$ cat config.mk
export PLATFORM = sky130hd
export DESIGN_NAME = stopwatch_bcd
export DESIGN_NICKNAME = d
export VERILOG_FILES = /design/src/rtl/stopwatch_bcd.sv
export SDC_FILE = /design/constraint.sdc
export NUM_CORES = 1
export LEC_CHECK = 0
export ABC_AREA = 1
export CELL_PAD_IN_SITES_DETAIL_PLACEMENT = 0
export CELL_PAD_IN_SITES_GLOBAL_PLACEMENT = 1
export CORE_MARGIN = 1.5
export CORE_UTILIZATION = 30
export DETAILED_ROUTE_END_ITERATION = 7
export PLACE_DENSITY = 0.74
export SYNTH_ARGS = -nofsm -noshare
export SYNTH_HDL_FRONTEND = slang
export SYNTH_SLANG_ARGS = --single-unit
$ cat constraint.sdc
create_clock -name clk -period 3.3 [get_ports clk]
set_clock_uncertainty 0.05 [all_clocks]
set_input_delay 0.33 -clock clk [delete_from_list [all_inputs] [get_ports clk]]
set_output_delay 0.33 -clock clk [all_outputs]
set_load 0.005 [all_outputs]
$ cat src/rtl/stopwatch_bcd.sv
// rtl/stopwatch_bcd.sv - M:SS.t BCD stopwatch counting prescaled tick pulses
// Start/stop toggles RUN/PAUSE on a rising edge; clear and reset return to a zeroed IDLE.
module stopwatch_bcd #(
   parameter int TICKS_PER_COUNT = 1
) (
   input  logic       clk,
   input  logic       reset,
   input  logic       tick,
   input  logic       start_stop,
   input  logic       clear,
   output logic       running,
   output logic [3:0] d0,
   output logic [3:0] d1,
   output logic [3:0] d2,
   output logic [3:0] d3,
   output logic       overflow
);

   typedef enum logic [1:0] {IDLE, RUN, PAUSE} state_t;

   localparam logic [7:0] PRE_LAST = 8'(TICKS_PER_COUNT - 1);

   state_t     state;
   state_t     state_next;
   logic       ss_prev;
   logic       press;
   logic       inc;
   logic [7:0] pre;

   assign press   = start_stop & ~ss_prev;
   assign inc     = (state == RUN) && tick && (pre == PRE_LAST);
   assign running = (state == RUN);

   // ss_prev resets high so a button held through reset release is not a press
   always_ff @(posedge clk) begin
      if (reset)
         ss_prev <= 1'b1;
      else
         ss_prev <= start_stop;
   end

   always_ff @(posedge clk) begin
      if (reset)
         state <= IDLE;
      else
         state <= state_next;
   end

   always_comb begin
      state_next = state;
      if (clear) begin
         state_next = IDLE;
      end else if (press) begin
         case (state)
            IDLE:    state_next = RUN;
            RUN:     state_next = PAUSE;
            PAUSE:   state_next = RUN;
            default: state_next = IDLE;
         endcase
      end
   end

   always_ff @(posedge clk) begin
      if (reset || clear || state == IDLE)
         pre <= 8'd0;
      else if (state == RUN && tick)
         pre <= (pre == PRE_LAST) ? 8'd0 : pre + 8'd1;
   end

   // Ripple-carry BCD chain; a carry out of minutes wraps to 0:00.0 and latches overflow
   always_ff @(posedge clk) begin
      if (reset || clear) begin
         d0       <= 4'd0;
         d1       <= 4'd0;
         d2       <= 4'd0;
         d3       <= 4'd0;
         overflow <= 1'b0;
      end else if (inc) begin
         if (d0 != 4'd9) begin
            d0 <= d0 + 4'd1;
         end else begin
            d0 <= 4'd0;
            if (d1 != 4'd9) begin
               d1 <= d1 + 4'd1;
            end else begin
               d1 <= 4'd0;
               if (d2 != 4'd5) begin
                  d2 <= d2 + 4'd1;
               end else begin
                  d2 <= 4'd0;
                  if (d3 != 4'd9) begin
                     d3 <= d3 + 4'd1;
                  end else begin
                     d3       <= 4'd0;
                     overflow <= 1'b1;
                  end
               end
            end
         end
      end
   end

endmodule

==> out/metrics.cfg <==
[synthesis]
synth_cell_type_count=20
synthTopCellsByArea=dfxtp_1 (39%), nand2_1 (12%), inv_1 (10%)
syn-cell-area_um2=1444
netlist_instances=217
synthDominantCellAreaShare_pct=38.82
yosysMostFrequentCell=nand2_1
synth-seq-area-share_pct=38.82
yosys.area.top_type=dfxtp_1
avgSynthCellArea_um2=6.654
ys_ff_latch=28
ys.flop_type=dfxtp_1
ys_async_sr_fraction_pct=0
yosysWarnings=0
mappedNetlistNets=224
synth_common_cells=nand2_1 (48), inv_1 (39), nor2_1 (30)
synth_edf_count=0

[clocking]
cts_buffers=3
clock-root-buffer=clkbuf_8
cts_tree=yes
clk_pin_slew_ns=0.09
cts-htree-levels=1
cts_sinks=28
post_cts_resized=0
clockBufferDepth=2
postCtsHoldBufs=0
cts_setup_buffers=0
insertion_delay_ns=0.27

[global_route]
grt_overflow=0
grt_pass1_vias=1224
grt_max_degree=16
grt_pass1_wl_um=5202
antenna_found_initial=0
grt_use_total_pct=12.22

[place]
hpwl_um=2197
gp_congestion=0.8277
port_buffers=22

[floorplanning]
row_count=25
die-area_um2=5238
ioPinCount=23
dieHeight_um=72.38
initial_utilization_pct=30.77
coreArea_um2=4692
die_w_um=72.38

[route]
drc=0
num_vias=1336
firstDrtPassIters=4
antenna_left=0
drt_iter0_markers=80
vias_per_cell=4.498
wl_per_cell_um=9.798
drt_wl_total_um=2910

[sta]
final-hold-violation-count=0
post-route-min-period_ns=1.748
worstMarginPinSlew_ns=0.3973
setup_violations=0
drv_slew=0
relSlewSlack_pct=73.48
fmax_ghz=0.5721
setup_tns_ns=0
finalCritPeriodShare_pct=52.97
rsz0062_at_grt=false

[worst_setup_path]
reg2reg_depth=9
critPathKind=reg2out
timing.rr.end=d1[3]
reg2reg_slack_ns=1.68
rr_startpoint=pre[0]
crit_fanout=4
end_kind=primary output
cp-start-kind=flop
cp.arrival_ns=1.37
required_ns=2.92

[pwr]
leakage_nw=0.6763
cellPowerDensity_nw_per_um2=316.8
power_mw=0.5673
vdd.ir_drop.worst_uv=133.7

[layout]
drive_above_1_share_pct=5.761
final_nets=251
n_antenna_cell=0
syn_to_final_growth_pct=24.00

[hold_path]
holdPathEnd=overflow
holdPathStages=2
min_path_type=reg2reg
min-delay-start=overflow

[run_status]
outcome=completed

[run]
cap_violations=0

-- worst max-delay path, stage by stage, from the launching register on --
cell and delay, ns:
dfxtp_1 0.45, nand2_1 0.10, inv_1 0.06, clkdlybuf4s50_1 0.49
-- report_power, final --
group	total, mW	switching [mW]	internal, mW
Sequential	0.340	0.000932	0.339
Clock	0.209	0.103	0.107
Combinational	0.0182	0.00955	0.00869
Total	0.567	0.113	0.454
-- metrics by stage --
stage | cell area, um^2 | cells | hold WS (ns) | utilization [%] | setup WS, ns
floorplan | 1444 | 217 | 0.3838 | - | 1.854
global placement | 1735 | 293 | 0.3907 | 36.99 | 1.441
detailed placement | 1735 | 293 | 0.3932 | 36.99 | 1.393
CTS | 1790 | 297 | 0.4081 | 38.16 | 1.524
global route | 1790 | 297 | 0.4194 | 38.16 | 1.460
finish | 1790 | 297 | 0.4055 | 38.16 | 1.552
-- layout by cell type (no fill, tap or decap) --
master and instances:
nand3_4 2, nor2_1 30, xnor2_1 2, nand4_1 2
a21oi_1 17, ha_1 2, nor3_1 3, xor2_1 3
dfxtp_1 28, nor2_2 2, nand3_1 16, buf_4 1
nor2_4 2, inv_2 1, o21ai_0 14, a211oi_1 1
clkbuf_8 4, inv_1 39, nand2_1 48, clkdlybuf4s50_1 22
or2_2 2, nor3b_1 2
-- cell families (layout without fill, tap and decap cells) --
family | Yosys count | after routing | share of synthesized area (%)
AO/OA/AOI/OAI | 32 | 32 | 11.27
flip-flops | 28 | 28 | 38.82
buffers and inverters | 41 | 67 | 10.66
AND/OR/NAND/NOR | 109 | 109 | 34.49
adder cells (fa/ha/maj) | 2 | 2 | 1.733
XOR/XNOR | 5 | 5 | 3.033
-- flip-flops by register name, indices dropped and copies added, names as in the netlist --
signal,count
d3,4
d1,4
pre,8
ss_prev,1
state,2
d0,4
d2,4
overflow,1
-- area by class of cell --
class	count	area [um^2]
clock buffer	4	55.05
fill	506	2902
inverter	40	150.1
multi-input combinational	148	729.5
sequential	28	560.5
tap	54	67.56
timing repair buffer	23	227.7
-- per-layer routing --
| metal | track usage (%) | routed length [um] | vias up | share of wire [%] |
|---|---|---|---|---|
| met5 | 0 | 0 | - | 0 |
| met4 | 3.774 | 0 | 0 | 0 |
| met3 | 1.667 | 99 | 0 | 3.4 |
| met2 | 19.75 | 1223 | 27 | 42 |
| met1 | 16.95 | 1587 | 580 | 55 |
| li1 | - | - | 729 | - |
-- worst max-delay path by stage --
stage,to,cells past startpoint,start
finish,running,3,state[0]
global route,d1[0],9,pre[0]
CTS,running,3,state[0]
floorplan,d1[0],9,pre[0]
detailed placement,pre[5],8,tick
global placement,pre[3],8,tick
Power figures use the tool's default switching activity.
